===== src/rtl/regfile_write_scheduler_if.sv =====
// Decode, writeback and register-file signals of the write scheduler.
// The scheduler takes the slave view; the driving side takes the master view.
interface regfile_write_scheduler_if;
   logic        issue_valid;
   logic [4:0]  issue_rs;
   logic [4:0]  issue_rt;
   logic [4:0]  issue_rd;
   logic        issue_stall;
   logic        alu_wb_valid;
   logic [4:0]  alu_wb_rd;
   logic [31:0] alu_wb_data;
   logic        mdu_wb_valid;
   logic [4:0]  mdu_wb_rd;
   logic [31:0] mdu_wb_data;
   logic        mdu_wb_ready;
   logic        rf_regwrite;
   logic [4:0]  rf_rd;
   logic [31:0] rf_writedata;
   logic [31:0] busy_vec;

   modport master (
      output issue_valid, issue_rs, issue_rt, issue_rd,
      output alu_wb_valid, alu_wb_rd, alu_wb_data,
      output mdu_wb_valid, mdu_wb_rd, mdu_wb_data,
      input  issue_stall, mdu_wb_ready,
      input  rf_regwrite, rf_rd, rf_writedata, busy_vec
   );

   modport slave (
      input  issue_valid, issue_rs, issue_rt, issue_rd,
      input  alu_wb_valid, alu_wb_rd, alu_wb_data,
      input  mdu_wb_valid, mdu_wb_rd, mdu_wb_data,
      output issue_stall, mdu_wb_ready,
      output rf_regwrite, rf_rd, rf_writedata, busy_vec
   );
endinterface


===== src/rtl/regfile_write_scheduler.sv =====
// Arbitrates the single register-file write port between ALU and MDU writeback,
// keeps the busy scoreboard and stalls decode on hazards or MDU starvation.
module regfile_write_scheduler #(
   parameter int MAX_WAIT = 4,
   parameter int WAIT_W   = 3
) (
   input  logic                       clk,
   input  logic                       rst_n,
   regfile_write_scheduler_if.slave   bus
);

   logic [31:0]       busy_q, busy_d;
   logic [WAIT_W-1:0] wait_q, wait_d;
   logic              rf_we_q, rf_we_d;
   logic [4:0]        rf_rd_q, rf_rd_d;
   logic [31:0]       rf_data_q, rf_data_d;

   logic        haz;
   logic        force_stall;
   logic        stall;
   logic        accept;
   logic        alu_gnt;
   logic        mdu_gnt;
   logic [4:0]  wb_rd;
   logic [31:0] wb_data;
   logic        wb_write;

   // Hazards look only at the registered scoreboard, so a same-cycle clear
   // releases the stalled instruction one cycle later.
   assign haz = bus.issue_valid &
                (((bus.issue_rs != 5'd0) & busy_q[bus.issue_rs]) |
                 ((bus.issue_rt != 5'd0) & busy_q[bus.issue_rt]) |
                 ((bus.issue_rd != 5'd0) & busy_q[bus.issue_rd]));

   assign force_stall = (wait_q == WAIT_W'(MAX_WAIT));
   assign stall       = haz | force_stall;
   assign accept      = bus.issue_valid & ~stall & (bus.issue_rd != 5'd0);

   assign alu_gnt  = bus.alu_wb_valid;
   assign mdu_gnt  = bus.mdu_wb_valid & ~bus.alu_wb_valid;
   assign wb_rd    = alu_gnt ? bus.alu_wb_rd   : bus.mdu_wb_rd;
   assign wb_data  = alu_gnt ? bus.alu_wb_data : bus.mdu_wb_data;
   assign wb_write = (alu_gnt | mdu_gnt) & (wb_rd != 5'd0);

   always_comb begin
      busy_d = busy_q;
      if (wb_write) busy_d[wb_rd] = 1'b0;
      // Set is applied after clear so it wins on the same register.
      if (accept) busy_d[bus.issue_rd] = 1'b1;
      busy_d[0] = 1'b0;
   end

   always_comb begin
      rf_we_d   = 1'b0;
      rf_rd_d   = rf_rd_q;
      rf_data_d = rf_data_q;
      if (wb_write) begin
         rf_we_d   = 1'b1;
         rf_rd_d   = wb_rd;
         rf_data_d = wb_data;
      end
   end

   always_comb begin
      wait_d = '0;
      if (bus.mdu_wb_valid & bus.alu_wb_valid)
         wait_d = force_stall ? wait_q : wait_q + WAIT_W'(1);
   end

   always_ff @(posedge clk or negedge rst_n) begin
      if (!rst_n) begin
         busy_q    <= '0;
         wait_q    <= '0;
         rf_we_q   <= 1'b0;
         rf_rd_q   <= '0;
         rf_data_q <= '0;
      end else begin
         busy_q    <= busy_d;
         wait_q    <= wait_d;
         rf_we_q   <= rf_we_d;
         rf_rd_q   <= rf_rd_d;
         rf_data_q <= rf_data_d;
      end
   end

   assign bus.issue_stall  = stall;
   assign bus.mdu_wb_ready = mdu_gnt;
   assign bus.rf_regwrite  = rf_we_q;
   assign bus.rf_rd        = rf_rd_q;
   assign bus.rf_writedata = rf_data_q;
   assign bus.busy_vec     = busy_q;

endmodule


===== src/flat_wrapper.sv =====
// flat-port wrapper written by rule: the top's interface ports become plain ports
module regfile_write_scheduler_flat 
#(
   parameter int MAX_WAIT = 4,
   parameter int WAIT_W   = 3
)
  (clk, rst_n, bus_issue_valid, bus_issue_rs, bus_issue_rt, bus_issue_rd, bus_alu_wb_valid, bus_alu_wb_rd, bus_alu_wb_data, bus_mdu_wb_valid, bus_mdu_wb_rd, bus_mdu_wb_data, bus_issue_stall, bus_mdu_wb_ready, bus_rf_regwrite, bus_rf_rd, bus_rf_writedata, bus_busy_vec);
  regfile_write_scheduler_if bus_i ();
  input  logic clk;
  input  logic rst_n;
  input wire logic [$bits(bus_i.issue_valid)-1:0] bus_issue_valid;
  input wire logic [$bits(bus_i.issue_rs)-1:0] bus_issue_rs;
  input wire logic [$bits(bus_i.issue_rt)-1:0] bus_issue_rt;
  input wire logic [$bits(bus_i.issue_rd)-1:0] bus_issue_rd;
  input wire logic [$bits(bus_i.alu_wb_valid)-1:0] bus_alu_wb_valid;
  input wire logic [$bits(bus_i.alu_wb_rd)-1:0] bus_alu_wb_rd;
  input wire logic [$bits(bus_i.alu_wb_data)-1:0] bus_alu_wb_data;
  input wire logic [$bits(bus_i.mdu_wb_valid)-1:0] bus_mdu_wb_valid;
  input wire logic [$bits(bus_i.mdu_wb_rd)-1:0] bus_mdu_wb_rd;
  input wire logic [$bits(bus_i.mdu_wb_data)-1:0] bus_mdu_wb_data;
  output wire logic [$bits(bus_i.issue_stall)-1:0] bus_issue_stall;
  output wire logic [$bits(bus_i.mdu_wb_ready)-1:0] bus_mdu_wb_ready;
  output wire logic [$bits(bus_i.rf_regwrite)-1:0] bus_rf_regwrite;
  output wire logic [$bits(bus_i.rf_rd)-1:0] bus_rf_rd;
  output wire logic [$bits(bus_i.rf_writedata)-1:0] bus_rf_writedata;
  output wire logic [$bits(bus_i.busy_vec)-1:0] bus_busy_vec;
  assign bus_i.issue_valid = bus_issue_valid;
  assign bus_i.issue_rs = bus_issue_rs;
  assign bus_i.issue_rt = bus_issue_rt;
  assign bus_i.issue_rd = bus_issue_rd;
  assign bus_i.alu_wb_valid = bus_alu_wb_valid;
  assign bus_i.alu_wb_rd = bus_alu_wb_rd;
  assign bus_i.alu_wb_data = bus_alu_wb_data;
  assign bus_i.mdu_wb_valid = bus_mdu_wb_valid;
  assign bus_i.mdu_wb_rd = bus_mdu_wb_rd;
  assign bus_i.mdu_wb_data = bus_mdu_wb_data;
  assign bus_issue_stall = bus_i.issue_stall;
  assign bus_mdu_wb_ready = bus_i.mdu_wb_ready;
  assign bus_rf_regwrite = bus_i.rf_regwrite;
  assign bus_rf_rd = bus_i.rf_rd;
  assign bus_rf_writedata = bus_i.rf_writedata;
  assign bus_busy_vec = bus_i.busy_vec;
  regfile_write_scheduler #(.MAX_WAIT(MAX_WAIT), .WAIT_W(WAIT_W)) u_core (.clk(clk), .rst_n(rst_n), .bus(bus_i));
endmodule

===== config.mk =====
export PLATFORM = sky130hd
export DESIGN_NAME = regfile_write_scheduler_flat
export DESIGN_NICKNAME = d
export VERILOG_FILES = /design/src/rtl/regfile_write_scheduler_if.sv /design/src/rtl/regfile_write_scheduler.sv /design/src/flat_wrapper.sv
export SDC_FILE = /design/constraint.sdc
export NUM_CORES = 1
export LEC_CHECK = 0
export BUFFER_PORTS_ARGS = -buffer_cell sky130_fd_sc_hd__buf_2
export CORE_MARGIN = 3
export CORE_UTILIZATION = 45
export CTS_BUF_LIST = sky130_fd_sc_hd__clkbuf_2
export DETAILED_ROUTE_END_ITERATION = 8
export PLACE_DENSITY = 0.7
export SYNTH_ARGS = -nofsm -noshare
export SYNTH_HDL_FRONTEND = slang
export SYNTH_SLANG_ARGS = --single-unit

===== constraint.sdc =====
create_clock -name clk -period 5.18 [get_ports clk]
set_input_delay 0.259 -clock clk [delete_from_list [all_inputs] [get_ports clk]]
set_output_delay 0.259 -clock clk [all_outputs]
set_load 0.01 [all_outputs]

# After elaboration in Yosys (flattened, before gate mapping)
# Index checks and enable logic that the tools add are counted.
# W data, S select, Z words.
dict set report word_totals {
  register_bits 72
  latch_bits 0
  ramBits 0
  romBits 0
  in_bits 94
  out_inout_bits 72
  word_cells 55
  memories 0
}
dict set report classes {
  n_addsub 1
  multipliers 0
  div_mod_pow 0
  magnitude_cmp 6
  eq_ne 2
  n_shift 0
  mux 17
  bitwise 18
  n_reduce_logical 6
}
# operator count
set op_table {}
lappend op_table {{$mux W32} 3}
lappend op_table {{$and A32 B32 Y32} 1}
lappend op_table {{$not A32 Y32} 1}
lappend op_table {{$or A32 B32 Y32} 1}
lappend op_table {{$lt A5 B6 Y1 const B} 4}
lappend op_table {{$reduce_bool A5 Y1} 4}
lappend op_table {{$bmux W1 S5} 3}
lappend op_table {{$demux W1 S5} 2}
lappend op_table {{$ge A5 B1 Y1 const B} 2}
lappend op_table {{$and A1 B1 Y1} 9}
lappend op_table {{$mux W1} 6}
lappend op_table {{$mux W3} 2}
lappend op_table {{$mux W5} 1}
lappend op_table {{$or A1 B1 Y1} 4}
lappend op_table {{$add A3 B1 Y3 const B} 1}
lappend op_table {{$eq A3 B3 Y1 const B} 1}
lappend op_table {{$logic_and A1 B1 Y1} 2}
lappend op_table {{$ne A2 B2 Y1 const B} 1}
lappend op_table {{$not A1 Y1} 2}

# Longest topological paths before layout
dict set report depth {
  depth_word 11
  depth_mapped 10
  depth_no_buf 7
}

# Worst setup path after synthesis
# OpenSTA, ideal clock, no wires.
dict set report synth_path {
  kind {input port to output port}
  startpoint {in bus_issue_rd[0]}
  endpoint {out bus_issue_stall}
  t_arrival_ns 2.447
  required_ns 4.921
  slack_ns 2.474
  cell_stages 10
  n_path_buf 4
  path_cell_list {clkbuf_1 -> buf_1 -> mux2i_1 -> o32ai_1 -> a21oi_1 -> nand4_1 -> or4_4 -> buf_6 -> buf_6 -> a22o_1}
}
dict set report synth_between {
  elab_chain_cells 6
  elab_cells_between_ends 7
  classes_between {mux: 2; bitwise: 4; reduce/logical: 1}
}
# item line_no
set synth_lines {}
lappend synth_lines {{from (decl)} flat_wrapper.sv:14} ;# input wire logic [$bits(bus_i.issue_rd)-1:0] bus_issue_rd;
lappend synth_lines {{$bmux W1 S5} regfile_write_scheduler.sv:33} ;# ((bus.issue_rd != 5'd0) & busy_q[bus.issue_rd]));
lappend synth_lines {{$mux W1 (implied by the code)} regfile_write_scheduler.sv:33}
lappend synth_lines {{$and A1 B1 Y1 (*)} regfile_write_scheduler.sv:33}
lappend synth_lines {{$or A1 B1 Y1 (*)} regfile_write_scheduler.sv:32} ;# ((bus.issue_rt != 5'd0) & busy_q[bus.issue_rt]) |
lappend synth_lines {{$and A1 B1 Y1 (*)} regfile_write_scheduler.sv:30} ;# assign haz = bus.issue_valid &
lappend synth_lines {{$or A1 B1 Y1 (*)} regfile_write_scheduler.sv:36} ;# assign stall = haz | force_stall;
lappend synth_lines {{to (decl)} flat_wrapper.sv:21} ;# output wire logic [$bits(bus_i.issue_stall)-1:0] bus_issue_stall;
# Mark *: on every way between the ends. The rest lies on a longest branch, timed or not. The select of a mux whose other input is x is not followed.

# Worst setup path after layout
dict set report layout_path {
  startpoint {reg u_core.busy_q[26], in the netlist u_core.bus.busy_vec[26]}
  endpoint {out bus_issue_stall}
}
dict set report layout_between {
  elab_chain_cells 7
  elab_cells_between_ends 13
  classes_between {mux: 6; bitwise: 7}
}
# item line_no
set layout_lines {}
lappend layout_lines {{from (decl)} regfile_write_scheduler.sv:12} ;# logic [31:0] busy_q, busy_d;
lappend layout_lines {{from (signal assigned)} regfile_write_scheduler.sv:78} ;# busy_q <= busy_d;
lappend layout_lines {{$bmux W1 S5, on equally long branches} {regfile_write_scheduler.sv:31, regfile_write_scheduler.sv:32}}
lappend layout_lines {{$mux W1, on equally long branches} {regfile_write_scheduler.sv:31, regfile_write_scheduler.sv:32}}
lappend layout_lines {{$and A1 B1 Y1, on equally long branches} {regfile_write_scheduler.sv:31, regfile_write_scheduler.sv:32}}
lappend layout_lines {{$or A1 B1 Y1} regfile_write_scheduler.sv:31} ;# (((bus.issue_rs != 5'd0) & busy_q[bus.issue_rs]) |
lappend layout_lines {{$or A1 B1 Y1 (*)} regfile_write_scheduler.sv:32}
lappend layout_lines {{$and A1 B1 Y1 (*)} regfile_write_scheduler.sv:30}
lappend layout_lines {{$or A1 B1 Y1 (*)} regfile_write_scheduler.sv:36}
# Marked as above.

==> results.toml <==
[grt]
track_usage_pct = 22.3
grt_pass1_vias = 3972
grt_overflow = 0
grt_pass1_wl_mm = 20.0
grt_antenna_before_repair = 0
grt_max_degree = 73

[sta]
fin_crit_ps = 3410
skew_ps = 18.3
rsz0062_at_grt = "no"
worst_slew_pin_slew_ps = 1150
setup_tns_ps = 0
hold_violations = 0
whs_ps = 111
fmax_mhz = 293
finalSetupViolCount = 0
post-route-period-util_pct = 65.8
finalMaxSlewViolations = 0
slew_headroom_pct = 22.9

[route]
post_drt_wl_per_cell_um = 18.1
via_per_inst = 5.74
drt-pass1-iter-count = 5
wirelength_mm = 12.3
drcViolationCount = 0
drtAntennaViolNets = 0
vias = 3893
drt_iter0_markers = 301

[clocking]
cts-root-buf = "clkbuf_2"
cts-htree-levels = 3
cts_buffers = 9
post_cts_buffers = 0
cts.path.max_buffers = 2
clk_pin_slew_worst_paths_ps = 210
cts_tree = "yes"
clk_latency_ps = 480
cts_sinks = 72

[worst_setup_path]
cp-end-kind = "primary output"
required_ps = 4920
crit_path_max_incr_delay_ps = 730
arrival_ps = 3150
cp_cell_sequence = "mux4_2 > mux2i_1 > o311ai_0 > a211o_1 > or4_4 > a22o_1 > buf_2"
regToRegStartpoint = "u_core.bus.busy_vec[26]"
start_kind = "flop"
cp_max_fo = 32
crit_type = "flop to primary output"
r2r_end = "u_core.bus.busy_vec[4]"
r2r_setup_slack_ps = 2410
r2r_cells = 6
cp_slowest_cell = "or4_4"

[synth]
synth_edf_count = 0
yosysWarnings = 0
synth_cell_type_count = 49
async_reset_ff_share_pct = 100
synthFlopType = "dfrtp_1"
seq_area_frac_synth_pct = 41.0
syn-num-nets = 488
syn_area_um2 = 4400
synth_cells = 392
avgSynthCellArea_um2 = 11.2
ys_ff_latch = 72

[die]
die_area_um2 = 11000
row_count = 35
die_h_um = 105
dieWidth_um = 105
start_util_pct = 46.9
design.core.area_um2 = 9370
io_pins = 166

[hold_path]
hold_path.class = "input pin to flop"
hold-path-cell-count = 3
hold_path_end = "u_core.bus.rf_writedata[17]"
worstHoldStart = "bus_alu_wb_data[17]"

[status]
status = "completed"

[run]
cap_viol_max_count = 0

[final_layout]
n_antenna_cell = 0
final_cells = 678
drive_gt1_share_pct = 49.9
final_cell_mix = "buf_2, mux2_2, dfrtp_1"
layout-area-overhead-vs-synth_pct = 22.7
nets = 640
mostFrequentLayoutCell = "buf_2"

[placed_design]
hpwl_mm = 9.39
io_buffers = 164
globalplace.congestion = 0.943
dp_cells = 659

[pwr]
vdd_drop_max_mv = 0.150
p_leak_nw = 2.49
power.density_nw_per_um2 = 306
-- cells by family after synthesis --
logic type                 Yosys count  synth area share (%)
muxes                              101                  29.6
AOI/OAI and AO/OA                   94                  14.1
and+or+nand+nor                     85                  10.3
buffers and inverters               36                  4.21
DFF                                 72                  41.0
other                                1                0.0853
adders and majority gates            2                 0.569
xor gates and xnor gates             1                 0.199
-- where the power goes --
group / internal, mW / switching, mW / total, mW
Sequential: 0.662 / 0.120 / 0.782
Clock: 0.111 / 0.205 / 0.316
Combinational: 0.276 / 0.279 / 0.555
Total: 1.05 / 0.604 / 1.65
-- worst max-delay path, delay by kind of cell, from the launching register on --
family | cells | cell delay [ps]
AND/OR/NAND/NOR | 1 | 730
AO/OA/AOI/OAI | 3 | 640
multiplexers | 2 | 630
flip-flops | 1 | 510
buffers and inverters | 1 | 130
-- worst max path at each step --
stage / startpoint / end / depth (start not counted)
after CTS: u_core.bus.busy_vec[26] / bus_issue_stall / 7
final: u_core.bus.busy_vec[26] / bus_issue_stall / 7
after detailed placement: bus_issue_rs[0] / bus_issue_stall / 8
after global placement: bus_issue_rt[0] / bus_issue_stall / 8
after floorplan: bus_issue_rd[0] / bus_issue_stall / 10
after global routing: u_core.bus.busy_vec[26] / bus_issue_stall / 7
-- registers in the layout, indices dropped and copies added (netlist names) --
| name | cells |
|---|---|
| u_core.bus.busy_vec | 31 |
| u_core.bus.rf_regwrite | 1 |
| u_core.wait_q | 3 |
| u_core.bus.rf_writedata | 32 |
| u_core.bus.rf_rd | 5 |
-- per-layer routing --
| layer | vias to the layer above | GRT usage, % | routed length (um) |
|---|---|---|---|
| li1 | 1788 | - | - |
| met2 | 241 | 34.4 | 5680 |
| met1 | 1851 | 29.9 | 5080 |
| met3 | 13 | 7.84 | 1400 |
| met5 | - | 0 | 0 |
| met4 | 0 | 6.00 | 139 |
-- cells in the mapped netlist (2+ instances only) --
master    number  area share [%]
a21oi_1        5            0.57
mux4_2        12             6.1
nor2_1         8            0.68
clkbuf_1      18             1.5
a221oi_1       2            0.40
nand2_1       25             2.1
o21bai_1       2            0.34
mux4_1         3             1.8
nand3_1       10             1.1
mux2i_1       14             3.2
nor3_1         3            0.34
o41ai_2        3             1.1
ha_1           2            0.57
a22o_1         2            0.40
or2_2          2            0.28
nand2b_1      12             1.7
buf_6          6             1.5
o22ai_1        4            0.57
nor2b_1        7             1.0
inv_1          8            0.68
mux2_2        72              18
nor3b_1        2            0.34
nand3b_1       2            0.34
dfrtp_1       72              41
buf_1          2            0.17
o41ai_1        2            0.40
nand4_1        5            0.71
nand4b_1       3            0.60
o31ai_1       19             3.2
o21ai_0       46             5.2
-- area by class of cell --
cell class | count | area, um^2
clock buffers | 9 | 45.0
inverters | 8 | 30.0
fillers | 858 | 3970
well taps | 129 | 161
clock inverters | 7 | 71.3
multi-input cells | 284 | 2420
repair buffers | 169 | 866
flip-flops and latches | 72 | 1800
-- stage by stage --
stage / power [mW] / utilization (%) / setup WS, ps / area, um^2
2_1_floorplan: 1.11 / - / 2470 / 4400
3_3_place_gp: 1.33 / 56.0 / 2250 / 5250
3_5_place_dp: 1.35 / 56.0 / 2230 / 5250
4_1_cts: 1.67 / 57.6 / 1710 / 5400
5_1_grt: 1.75 / 57.6 / 1580 / 5400
6_report: 1.65 / 57.6 / 1770 / 5400
-- timing repair --
| action | CTS | global route |
|---|---|---|
| hold buffers | 3 | 0 |
| resized for setup | 0 | 0 |
| endpoints found under the hold margin | 74 | 0 |
(Power assumes the default switching activity.)
